===== config.mk =====
export PLATFORM = sky130hd
export DESIGN_NAME = uart_tx_fifo_engine_flat
export DESIGN_NICKNAME = d
export VERILOG_FILES = /design/src/rtl/uart_tx_fifo_engine_if.sv /design/src/rtl/uart_tx_fifo_engine.sv /design/src/flat_wrapper.sv
export SDC_FILE = /design/constraint.sdc
export NUM_CORES = 1
export LEC_CHECK = 0
export CAP_MARGIN = 20
export CORE_UTILIZATION = 30
export DETAILED_ROUTE_END_ITERATION = 8
export PLACE_DENSITY_LB_ADDON = 0.12
export SETUP_SLACK_MARGIN = 0.5
export SYNTH_ARGS = -nofsm -noshare
export SYNTH_HDL_FRONTEND = slang
export SYNTH_SLANG_ARGS = --single-unit

===== constraint.sdc =====
create_clock -name clk -period 8.4 [get_ports clk]
set_input_delay 2.52 -clock clk [delete_from_list [all_inputs] [get_ports clk]]
set_output_delay 2.52 -clock clk [all_outputs]
set_load 0.01 [all_outputs]

===== src/rtl/uart_tx_fifo_engine_if.sv =====
// Bus between the register-file side (FIFO writes, frame config, flow
// control) and the UART transmit engine, plus the engine's status outputs.
interface uart_tx_fifo_engine_if #(
    parameter int MAX_DATA_W = 8,
    parameter int FIFO_DEPTH = 16
);
    logic                          tick_i;
    logic                          tx_en_i;
    logic                          wr_en_i;
    logic [MAX_DATA_W-1:0]         wr_data_i;
    logic [3:0]                    data_bits_i;
    logic                          parity_en_i;
    logic [1:0]                    parity_type_i;
    logic                          stop_bit_num_i;
    logic                          cts_ni;
    logic                          break_i;
    logic                          tx_o;
    logic                          busy_o;
    logic                          trans_fi_o;
    logic                          fifo_full_o;
    logic                          fifo_empty_o;
    logic [$clog2(FIFO_DEPTH):0]   fifo_level_o;
    logic                          overflow_o;

    modport master (
        output tick_i, tx_en_i, wr_en_i, wr_data_i, data_bits_i, parity_en_i,
               parity_type_i, stop_bit_num_i, cts_ni, break_i,
        input  tx_o, busy_o, trans_fi_o, fifo_full_o, fifo_empty_o,
               fifo_level_o, overflow_o
    );

    modport slave (
        input  tick_i, tx_en_i, wr_en_i, wr_data_i, data_bits_i, parity_en_i,
               parity_type_i, stop_bit_num_i, cts_ni, break_i,
        output tx_o, busy_o, trans_fi_o, fifo_full_o, fifo_empty_o,
               fifo_level_o, overflow_o
    );
endinterface


===== src/rtl/uart_tx_fifo_engine.sv =====
// UART transmit engine with TX FIFO. Frames are timed in oversample ticks,
// format (data length, parity, stop bits) is latched per frame, CTS gates
// frame starts, and break drives the line low for at least one frame time.
module uart_tx_fifo_engine #(
    parameter int MAX_DATA_W = 8,
    parameter int FIFO_DEPTH = 16,
    parameter int OVS        = 16
) (
    input  logic                 clk,
    input  logic                 reset,
    uart_tx_fifo_engine_if.slave bus
);
    localparam int PTR_W = $clog2(FIFO_DEPTH);
    localparam int LVL_W = PTR_W + 1;
    localparam int TCK_W = (OVS > 1) ? $clog2(OVS) : 1;

    typedef enum logic [2:0] {
        IDLE, START, DATA, PARITY, STOP, BREAK, MARK
    } state_t;

    // ---------------- FIFO ----------------
    logic [MAX_DATA_W-1:0] mem [FIFO_DEPTH];
    logic [PTR_W-1:0]      wr_ptr, rd_ptr;
    logic [LVL_W-1:0]      level;
    logic                  full, empty, push, pop, ovf_q;

    // ---------------- engine ----------------
    state_t                state;
    logic                  tx_q, busy_q, fin_q;
    logic [TCK_W-1:0]      tick_cnt;
    logic [3:0]            bit_cnt;
    logic [MAX_DATA_W-1:0] word_q;
    logic [3:0]            nbits_q;
    logic                  par_en_q, stop2_q;
    logic [1:0]            par_type_q;
    logic                  par_bit, bit_end, brk_done;
    logic [3:0]            n_in;
    logic [15:0]           mask16, word_ext;
    logic [4:0]            frame_bits;

    function automatic logic [3:0] clamp_bits(input logic [3:0] v);
        if (v < 4'd5) return 4'd5;
        if (int'(v) > MAX_DATA_W) return 4'(MAX_DATA_W);
        return v;
    endfunction

    assign full     = (level == LVL_W'(FIFO_DEPTH));
    assign empty    = (level == '0);
    assign push     = bus.wr_en_i && !full;
    // A frame starts only from IDLE, and a pending break always wins.
    assign pop      = (state == IDLE) && !bus.break_i && bus.tx_en_i && !empty && !bus.cts_ni;

    assign n_in     = clamp_bits(bus.data_bits_i);
    assign mask16   = 16'((32'd1 << n_in) - 32'd1);
    assign word_ext = 16'(word_q);
    assign bit_end  = bus.tick_i && (tick_cnt == TCK_W'(OVS - 1));

    // Break length is one full frame in the format latched at break entry.
    assign frame_bits = 5'd1 + {1'b0, nbits_q} + {4'b0, par_en_q} + (stop2_q ? 5'd2 : 5'd1);
    assign brk_done   = ({1'b0, bit_cnt} >= frame_bits) ||
                        (bit_end && ({1'b0, bit_cnt} + 5'd1 >= frame_bits));

    // Unsent high bits were masked off at latch time, so parity covers exactly N bits.
    always_comb begin
        par_bit = 1'b0;
        case (par_type_q)
            2'b00:   par_bit = ^word_q;
            2'b01:   par_bit = ~^word_q;
            2'b10:   par_bit = 1'b1;
            default: par_bit = 1'b0;
        endcase
    end

    // FIFO storage; contents need no reset because the level gates every read.
    always_ff @(posedge clk) begin
        if (push) mem[wr_ptr] <= bus.wr_data_i;
    end

    // FIFO pointers, level and the dropped-write pulse.
    always_ff @(posedge clk or posedge reset) begin
        if (reset) begin
            wr_ptr <= '0;
            rd_ptr <= '0;
            level  <= '0;
            ovf_q  <= 1'b0;
        end else begin
            ovf_q <= bus.wr_en_i && full;
            if (push) wr_ptr <= wr_ptr + 1'b1;
            if (pop)  rd_ptr <= rd_ptr + 1'b1;
            case ({push, pop})
                2'b10:   level <= level + 1'b1;
                2'b01:   level <= level - 1'b1;
                default: level <= level;
            endcase
        end
    end

    // Frame sequencer with registered line, busy and frame-done outputs.
    always_ff @(posedge clk or posedge reset) begin
        if (reset) begin
            state      <= IDLE;
            tx_q       <= 1'b1;
            busy_q     <= 1'b0;
            fin_q      <= 1'b0;
            tick_cnt   <= '0;
            bit_cnt    <= '0;
            word_q     <= '0;
            nbits_q    <= 4'd5;
            par_en_q   <= 1'b0;
            par_type_q <= 2'b00;
            stop2_q    <= 1'b0;
        end else begin
            fin_q <= 1'b0;
            if (state != IDLE && bus.tick_i)
                tick_cnt <= bit_end ? '0 : tick_cnt + 1'b1;
            case (state)
                IDLE: begin
                    tx_q     <= 1'b1;
                    busy_q   <= 1'b0;
                    tick_cnt <= '0;
                    bit_cnt  <= '0;
                    if (bus.break_i || pop) begin
                        tx_q       <= 1'b0;
                        busy_q     <= 1'b1;
                        nbits_q    <= n_in;
                        par_en_q   <= bus.parity_en_i;
                        par_type_q <= bus.parity_type_i;
                        stop2_q    <= bus.stop_bit_num_i;
                        if (bus.break_i) begin
                            state <= BREAK;
                        end else begin
                            state  <= START;
                            word_q <= mem[rd_ptr] & mask16[MAX_DATA_W-1:0];
                        end
                    end
                end
                START: if (bit_end) begin
                    state   <= DATA;
                    tx_q    <= word_ext[0];
                    bit_cnt <= '0;
                end
                DATA: if (bit_end) begin
                    if (bit_cnt == nbits_q - 4'd1) begin
                        bit_cnt <= '0;
                        if (par_en_q) begin
                            state <= PARITY;
                            tx_q  <= par_bit;
                        end else begin
                            state <= STOP;
                            tx_q  <= 1'b1;
                        end
                    end else begin
                        bit_cnt <= bit_cnt + 4'd1;
                        tx_q    <= word_ext[bit_cnt + 4'd1];
                    end
                end
                PARITY: if (bit_end) begin
                    state   <= STOP;
                    tx_q    <= 1'b1;
                    bit_cnt <= '0;
                end
                STOP: if (bit_end) begin
                    if (bit_cnt == {3'b000, stop2_q}) begin
                        state  <= IDLE;
                        busy_q <= 1'b0;
                        fin_q  <= 1'b1;
                    end else begin
                        bit_cnt <= bit_cnt + 4'd1;
                    end
                end
                BREAK: begin
                    // bit_cnt counts completed bit times; saturates well past any frame length
                    if (bit_end && bit_cnt != 4'hF) bit_cnt <= bit_cnt + 4'd1;
                    if (!bus.break_i && brk_done) begin
                        state    <= MARK;
                        tx_q     <= 1'b1;
                        tick_cnt <= '0;
                    end
                end
                MARK: if (bit_end) begin
                    state  <= IDLE;
                    busy_q <= 1'b0;
                end
                default: state <= IDLE;
            endcase
        end
    end

    assign bus.tx_o         = tx_q;
    assign bus.busy_o       = busy_q;
    assign bus.trans_fi_o   = fin_q;
    assign bus.fifo_full_o  = full;
    assign bus.fifo_empty_o = empty;
    assign bus.fifo_level_o = level;
    assign bus.overflow_o   = ovf_q;
endmodule

===== src/flat_wrapper.sv =====
// flat-port wrapper written by rule: the top's interface ports become plain ports
module uart_tx_fifo_engine_flat 
#(
    parameter int MAX_DATA_W = 8,
    parameter int FIFO_DEPTH = 16,
    parameter int OVS        = 16
)
  (clk, reset, bus_tick_i, bus_tx_en_i, bus_wr_en_i, bus_wr_data_i, bus_data_bits_i, bus_parity_en_i, bus_parity_type_i, bus_stop_bit_num_i, bus_cts_ni, bus_break_i, bus_tx_o, bus_busy_o, bus_trans_fi_o, bus_fifo_full_o, bus_fifo_empty_o, bus_fifo_level_o, bus_overflow_o);
  uart_tx_fifo_engine_if #(.MAX_DATA_W(MAX_DATA_W), .FIFO_DEPTH(FIFO_DEPTH)) bus_i ();
  input  logic clk;
  input  logic reset;
  input wire logic [$bits(bus_i.tick_i)-1:0] bus_tick_i;
  input wire logic [$bits(bus_i.tx_en_i)-1:0] bus_tx_en_i;
  input wire logic [$bits(bus_i.wr_en_i)-1:0] bus_wr_en_i;
  input wire logic [$bits(bus_i.wr_data_i)-1:0] bus_wr_data_i;
  input wire logic [$bits(bus_i.data_bits_i)-1:0] bus_data_bits_i;
  input wire logic [$bits(bus_i.parity_en_i)-1:0] bus_parity_en_i;
  input wire logic [$bits(bus_i.parity_type_i)-1:0] bus_parity_type_i;
  input wire logic [$bits(bus_i.stop_bit_num_i)-1:0] bus_stop_bit_num_i;
  input wire logic [$bits(bus_i.cts_ni)-1:0] bus_cts_ni;
  input wire logic [$bits(bus_i.break_i)-1:0] bus_break_i;
  output wire logic [$bits(bus_i.tx_o)-1:0] bus_tx_o;
  output wire logic [$bits(bus_i.busy_o)-1:0] bus_busy_o;
  output wire logic [$bits(bus_i.trans_fi_o)-1:0] bus_trans_fi_o;
  output wire logic [$bits(bus_i.fifo_full_o)-1:0] bus_fifo_full_o;
  output wire logic [$bits(bus_i.fifo_empty_o)-1:0] bus_fifo_empty_o;
  output wire logic [$bits(bus_i.fifo_level_o)-1:0] bus_fifo_level_o;
  output wire logic [$bits(bus_i.overflow_o)-1:0] bus_overflow_o;
  assign bus_i.tick_i = bus_tick_i;
  assign bus_i.tx_en_i = bus_tx_en_i;
  assign bus_i.wr_en_i = bus_wr_en_i;
  assign bus_i.wr_data_i = bus_wr_data_i;
  assign bus_i.data_bits_i = bus_data_bits_i;
  assign bus_i.parity_en_i = bus_parity_en_i;
  assign bus_i.parity_type_i = bus_parity_type_i;
  assign bus_i.stop_bit_num_i = bus_stop_bit_num_i;
  assign bus_i.cts_ni = bus_cts_ni;
  assign bus_i.break_i = bus_break_i;
  assign bus_tx_o = bus_i.tx_o;
  assign bus_busy_o = bus_i.busy_o;
  assign bus_trans_fi_o = bus_i.trans_fi_o;
  assign bus_fifo_full_o = bus_i.fifo_full_o;
  assign bus_fifo_empty_o = bus_i.fifo_empty_o;
  assign bus_fifo_level_o = bus_i.fifo_level_o;
  assign bus_overflow_o = bus_i.overflow_o;
  uart_tx_fifo_engine #(.MAX_DATA_W(MAX_DATA_W), .FIFO_DEPTH(FIFO_DEPTH), .OVS(OVS)) u_core (.clk(clk), .reset(reset), .bus(bus_i));
endmodule

==> flow_summary.yaml, run 1 <==
outcome:
  status: "complete, no violations"
pwr:
  power.switching_mw: 1.11
  leakagePower_nw: 3.26
  power.density_mw_per_mm2: 347
  vdd_drop_max_v: 0.000160
  design_power_total_mw: 3.17
  power_report.internal_total_mw: 2.06
  combinationalPowerShare_pct: 36.2
  power.sequential.fraction_pct: 38.7
  netSwitchingFraction_pct: 34.9
  clock_power_share_pct: 25.1
setup_path:
  critical_path_arrival_ns: 5.38
  critical_path_fanout_max: 13
  worstPathCellList: "clkdlybuf4s50_1 -> or3b_1 -> or3_4 -> inv_2 -> ha_1 -> inv_1 -> fa_1 -> inv_1 -> a21o_1 -> a21oi_1 -> xnor2_1 -> nor2_1 -> xor2_1"
  crit_family: "simple AND/OR/NAND/NOR gates"
  critical-path-top-cell-by-count: "sky130_fd_sc_hd__inv_1"
  crit_path_max_incr_delay_ns: 0.44
  cp_data_required_time_ns: 8.71
  critical-path-slowest-cell: "sky130_fd_sc_hd__clkdlybuf4s50_1"
  timing_worst_setup_path_type: "in2reg"
  critical_path.startpoint_type: "input pin"
  worstSetupEndpointType: "flip-flop"
  worstPathBufferInverterCount: 4
route:
  ant_nets: 0
  dr.first_iter.drc_count: 221
  drt-wirelength-per-cell_um: 18.7
  post-route-drc-count: 0
  finalWirelength_um: 16500
  routed-via-count: 4239
  via_per_inst: 4.80
  dr.pass1.iters: 6
grt:
  number_of_global_route_vias_before_repair: 4402
  grt_max_degree: 45
  grt_overflow_total: 0
  grtUsageTotal_pct: 13.4
  grt_pass1_wl_um: 26000
  antenna_found_initial: 0
floorplanning:
  dieHeight_um: 163
  std_cell_rows: 58
  floorplan.initialDensity_pct: 30.8
  die_width_um: 163
  num_io_pins: 34
  die_area_mm2: 0.0267
  placeable_area_mm2: 0.0254
logic_synthesis:
  synth.cell_area_mm2: 0.00782
  synthDistinctLibCells: 63
  ys_async_sr_fraction_pct: 25.6
  synth_cells: 505
  synth-edff-count: 128
  ys_seq_area_share_pct: 63.3
  synth_warnings: 0
  synth_flop_cell: "sky130_fd_sc_hd__edfxtp_1"
  avgSynthCellArea_um2: 15.5
  register_bit_count_reported_by_yosys: 172
placed_design:
  post-place-cells: 849
  place_congestion: 0.764
  place.port_buffers: 33
  detailedPlacementHpwl_um: 11200
  post-place-ws_ns: 2.84
  place_area_mm2: 0.00850
sta:
  slew_headroom_pct: 28.7
  maxSlewViolCount: 0
  setup_viol: 0
  hold_viol: 0
  final.setup.tns_ns: 0
  finalWorstPathRequiredPeriod_ns: 5.08
  setup_ws_ns: 3.32
  worst_hold_slack_ns: 0.490
  grt_setup_unrepaired: "no"
  fmax_ghz: 0.197
  period_share_pct: 60.4
  skew_ns: 0.0142
  timing_worst_slew_pin_value_ns: 1.07
final_layout:
  final_common_cell: "sky130_fd_sc_hd__edfxtp_1"
  fin_cells: 883
  area_delta_synth_final_pct: 16.7
  commonest_cells_after_routing_fill_and_taps_aside: "sky130_fd_sc_hd__edfxtp_1, sky130_fd_sc_hd__nand2_1, sky130_fd_sc_hd__mux4_2, sky130_fd_sc_hd__dfrtp_1, sky130_fd_sc_hd__clkdlybuf4s50_1"
  number_of_diodes: 0
  finish.instance_area_mm2: 0.00913
  nFillCells: 2437
  final_layout_size_suffix_gt1_share_pct: 18.6
  nNetsFinal: 589
  finish.utilization_pct: 35.9
clock_network:
  post_cts.repair.setup_buffers: 0
  cts_buffer_depth: 2
  cts_htree_levels: 4
  clk_pin_slew_ns: 0.08
  ctsResizeCount: 0
  clock-sinks: 172
  cts_buffers: 17
  postCtsHoldBufs: 0
  clock_latency_ns: 0.43
  cts_root_buffer: "sky130_fd_sc_hd__clkbuf_16"
  clock_tree_from_tritoncts: "done"
flow_run:
  max_cap_violations: 0
min_path:
  min_path_type: "reg2reg"
routing by layer:
metal | share of wire (%) | GRT usage [%] | vias to the layer above
li1 | - | - | 1985
met2 | 51 | 22.3 | 57
met1 | 45 | 17.5 | 2184
met4 | 1.1 | 4.46 | 0
met5 | 0 | 0 | -
met3 | 3.0 | 2.69 | 13
worst register-to-register path: stages (launching register included):
cell and delay [ns]:
sky130_fd_sc_hd__dfstp_2 0.57, sky130_fd_sc_hd__inv_1 0.07, sky130_fd_sc_hd__ha_1 0.28, sky130_fd_sc_hd__inv_1 0.04, sky130_fd_sc_hd__ha_1 0.20, sky130_fd_sc_hd__fa_1 0.49, sky130_fd_sc_hd__inv_1 0.06, sky130_fd_sc_hd__ha_1 0.27
sky130_fd_sc_hd__a21boi_0 0.23, sky130_fd_sc_hd__nor3_1 0.10, sky130_fd_sc_hd__o21a_1 0.17, sky130_fd_sc_hd__o211ai_1 0.20, sky130_fd_sc_hd__a22oi_2 0.15, sky130_fd_sc_hd__nor4_1 0.55, sky130_fd_sc_hd__nor3_1 0.12
logic make-up (layout without fill, tap and decap cells):
| logic type | after synthesis | after routing | synth area share [%] |
|---|---|---|---|
| AOI/OAI and AO/OA | 53 | 53 | 4.78 |
| xor gates and xnor gates | 29 | 29 | 3.25 |
| adders and majority gates | 28 | 28 | 4.62 |
| buffers and inverters | 47 | 94 | 2.54 |
| DFF | 172 | 172 | 63.3 |
| muxes | 54 | 54 | 13.9 |
| other | 1 | 2 | 0.0479 |
| and+or+nand+nor | 121 | 121 | 7.53 |
flip-flops by register name, indices dropped and copies added, names as in the netlist:
signal                   count
u_core.par_type_q            2
u_core.word_q                8
u_core.stop2_q               1
u_core.bus.trans_fi_o        1
u_core.mem                 128
u_core.bus.tx_o              1
u_core.bit_cnt               4
u_core.rd_ptr                4
u_core.nbits_q               4
u_core.state                 3
u_core.bus.fifo_level_o      5
u_core.wr_ptr                4
u_core.bus.busy_o            1
u_core.bus.overflow_o        1
u_core.par_en_q              1
u_core.tick_cnt              4
cell usage after synthesis (4+ instances only):
cell                       number  area, um2
sky130_fd_sc_hd__a22o_1         4       35.0
sky130_fd_sc_hd__mux4_2        42        946
sky130_fd_sc_hd__mux2_4         4       60.1
sky130_fd_sc_hd__nand3_1        7       35.0
sky130_fd_sc_hd__ha_1          24        300
sky130_fd_sc_hd__nor3_1        14       70.1
sky130_fd_sc_hd__nor2b_1        4       25.0
sky130_fd_sc_hd__xor2_1         6       52.6
sky130_fd_sc_hd__edfxtp_1     128       3840
sky130_fd_sc_hd__a21oi_1        9       45.0
sky130_fd_sc_hd__nand2b_1       5       31.3
sky130_fd_sc_hd__o21ai_0       10       50.1
sky130_fd_sc_hd__dfrtp_1       41       1030
sky130_fd_sc_hd__nand2_1       45        169
sky130_fd_sc_hd__inv_1         22       82.6
sky130_fd_sc_hd__nor2_1        28        105
sky130_fd_sc_hd__buf_2          6       30.0
sky130_fd_sc_hd__clkbuf_1      14       52.6
sky130_fd_sc_hd__mux2i_1        4       40.0
sky130_fd_sc_hd__a21o_1         4       30.0
sky130_fd_sc_hd__xnor2_1       23        201
power by group through the flow:
stage	clock (mW)	combinational, mW	sequential, mW
6_report	0.797	1.15	1.23
5_1_grt	0.850	1.28	1.25
4_1_cts	0.823	1.17	1.23
3_5_place_dp	0	1.16	1.25
3_3_place_gp	0	1.15	1.24
2_1_floorplan	0	0.915	1.17
path summary, 6_finish.rpt:
kind | startpoint | to | slack (ns) | depth (start not counted)
min in group asynchronous | reset | u_core.wr_ptr[0] | 2.28 | 2
setup reg to reg | u_core.nbits_q[0] | u_core.tick_cnt[2] | 4.76 | 14
hold reg to reg | u_core.bus.busy_o | u_core.bus.busy_o | 0.49 | 2
hold / removal | u_core.bus.busy_o | u_core.bus.busy_o | 0.49 | 2
setup / recovery | bus_tx_en_i | u_core.bus.fifo_level_o[4] | 3.32 | 13
max in group asynchronous | reset | u_core.nbits_q[2] | 5.60 | 3
cell type report:
class / count / area [um2] / share of cell area [%]
inverters: 23 / 86.3 / 0.946
well taps: 330 / 413 / 4.52
flip-flops and latches: 172 / 4950 / 54.2
clock inverters: 14 / 174 / 1.91
multi-input cells: 287 / 2690 / 29.4
clock buffers: 18 / 429 / 4.70
repair buffers: 39 / 388 / 4.25
Power figures use the tool's default switching activity.
==> inputs of run 2 (changes only) <==
==> constraint.sdc (replaced) <==
create_clock -name clk -period 4.2 [get_ports clk]
set_input_delay 1.26 -clock clk [delete_from_list [all_inputs] [get_ports clk]]
set_output_delay 1.26 -clock clk [all_outputs]
set_load 0.01 [all_outputs]
==> flow_summary.yaml, run 2 (synthesized netlist as in run 1, its figures left out) <==
floorplanning:
  die_width_um: 163
  num_io_pins: 34
  floorplan.initialDensity_pct: 30.8
  die_area_mm2: 0.0267
  dieHeight_um: 163
  placeable_area_mm2: 0.0254
  std_cell_rows: 58
setup_path:
  cp_data_required_time_ns: 4.51
  worstSetupEndpointType: "flip-flop"
  timing_worst_setup_path_type: "in2reg"
  critical_path.startpoint_type: "input pin"
  critical_path_arrival_ns: 3.81
  ff2ff_path_depth: 15
  critical_path_fanout_max: 4
pwr:
  vdd_drop_max_v: 0.000318
  design_power_total_mw: 6.44
  leakagePower_nw: 3.37
  power.density_mw_per_mm2: 694
sta:
  timing_worst_slew_pin_value_ns: 0.856
  finalWorstPathRequiredPeriod_ns: 3.50
  period_share_pct: 83.4
  final.setup.tns_ns: 0
  skew_ns: 0.0158
  setup_viol: 0
  setup_ws_ns: 0.697
  fmax_ghz: 0.285
  maxSlewViolCount: 0
  hold_viol: 0
  slew_headroom_pct: 42.9
  grt_setup_unrepaired: "no"
route:
  dr.first_iter.drc_count: 233
  ant_nets: 0
  post-route-drc-count: 0
  via_per_inst: 4.77
  drt-wirelength-per-cell_um: 18.9
  dr.pass1.iters: 4
  routed-via-count: 4293
  finalWirelength_um: 17000
grt:
  grt_max_degree: 45
  grt_overflow_total: 0
  antenna_found_initial: 0
  grt_pass1_wl_um: 26800
  number_of_global_route_vias_before_repair: 4517
  grtUsageTotal_pct: 13.8
final_layout:
  largest_register_ff_count: 128
  finish.instance_area_mm2: 0.00929
  multiInputGateArea_mm2: 0.00268
  area_delta_synth_final_pct: 18.8
  top_register: "u_core.mem"
  number_of_diodes: 0
  commonest_cells_after_routing_fill_and_taps_aside: "sky130_fd_sc_hd__edfxtp_1, sky130_fd_sc_hd__nand2_1, sky130_fd_sc_hd__mux4_2, sky130_fd_sc_hd__dfrtp_1, sky130_fd_sc_hd__clkdlybuf4s50_1"
  sequential_cell_area_mm2: 0.00495
  final_common_cell: "sky130_fd_sc_hd__edfxtp_1"
  nFillCells: 2415
  nNetsFinal: 606
  final_layout_size_suffix_gt1_share_pct: 21.1
  finish.utilization_pct: 36.6
min_path:
  min_path_type: "reg2reg"
  whs_path_depth: 2
placed_design:
  place_congestion: 0.731
  place.port_buffers: 33
  place_area_mm2: 0.00861
  post-place-ws_ns: 0.251
  detailedPlacementHpwl_um: 11200
clock_network:
  cts_htree_levels: 4
  clock_latency_ns: 0.44
  clock-sinks: 172
  clock_tree_from_tritoncts: "done"
  cts_buffers: 17
  cts_buffer_depth: 2
  clk_pin_slew_ns: 0.08
  cts_root_buffer: "sky130_fd_sc_hd__clkbuf_16"
outcome:
  status: "complete, no violations"
flow_run:
  max_cap_violations: 0
-- run 2: changes by cell type in the layout (fill, tap and decap cells not counted), moves of 2 or more --
| cell | previous run | this run |
|---|---|---|
| sky130_fd_sc_hd__inv_12 | 0 | 4 |
| sky130_fd_sc_hd__clkinv_8 | 3 | 7 |
| sky130_fd_sc_hd__inv_6 | 2 | 0 |
| sky130_fd_sc_hd__nor3_1 | 12 | 14 |
| sky130_fd_sc_hd__inv_8 | 4 | 1 |
| sky130_fd_sc_hd__buf_4 | 5 | 22 |
| sky130_fd_sc_hd__nor3_2 | 2 | 0 |
| sky130_fd_sc_hd__clkinvlp_4 | 2 | 0 |
-- run 2: area by class of cell --
class	count	share of cell area [%]
sequential	172	53.3
inverter	23	0.929
tap	330	4.44
multi-input combinational	287	28.9
timing repair buffer	56	5.55
clock buffer	17	4.58
clock inverter	15	2.33
-- run 2: routing by layer --
layer  wire length [um]  vias up  GRT usage [%]
met2               8670       49           23.0
met3                343       14           2.23
met5                  0        -              0
met4                203        0           4.59
li1                   -     2013              -
met1               7790     2217           18.1
-- run 2: path summary, 6_finish.rpt --
kind,from,end,slack (ns)
worst max-delay path,bus_tx_en_i,u_core.bus.fifo_level_o[4],0.70
min in group asynchronous,reset,u_core.wr_ptr[0],1.03
worst max register to register,u_core.nbits_q[0],u_core.state[1],0.70
worst min-delay path,u_core.bus.busy_o,u_core.bus.busy_o,0.48
worst min register to register,u_core.bus.busy_o,u_core.bus.busy_o,0.48
max in group asynchronous,reset,u_core.bus.tx_o,2.65
-- run 2: through the flow --
step / std cells / hold slack, ns
6_report: 900 / 0.481
3_5_place_dp: 866 / 0.471
2_1_floorplan: 506 / 0.472
4_1_cts: 898 / 0.488
3_3_place_gp: 866 / 0.462
5_1_grt: 900 / 0.527
-- run 2: timing repair --
| item | in CTS | in global routing |
|---|---|---|
| endpoints found under the hold margin | 0 | 0 |
| gates resized for setup | 0 | 1 |
| setup endpoints to repair | 0 | 5 |
| hold buffers | 0 | 0 |
| setup buffers | 0 | 1 |
-- run 2: worst max-delay path, stage by stage --
cell	delay [ns]
sky130_fd_sc_hd__clkdlybuf4s50_1	0.44
sky130_fd_sc_hd__or3b_1	0.38
sky130_fd_sc_hd__or3_4	0.35
sky130_fd_sc_hd__inv_2	0.06
sky130_fd_sc_hd__ha_1	0.21
sky130_fd_sc_hd__inv_1	0.10
sky130_fd_sc_hd__fa_1	0.41
sky130_fd_sc_hd__inv_1	0.07
sky130_fd_sc_hd__a21o_1	0.10
sky130_fd_sc_hd__a21oi_1	0.07
sky130_fd_sc_hd__xnor2_1	0.13
sky130_fd_sc_hd__nor2_1	0.07
sky130_fd_sc_hd__xor2_1	0.14
-- run 2: power by group --
group / internal (mW) / leakage, nW / switching [mW]
Sequential: 2.14 / 1.71 / 0.312
Clock: 0.830 / 0.305 / 0.815
Combinational: 1.17 / 1.35 / 1.17
Total: 4.14 / 3.37 / 2.30
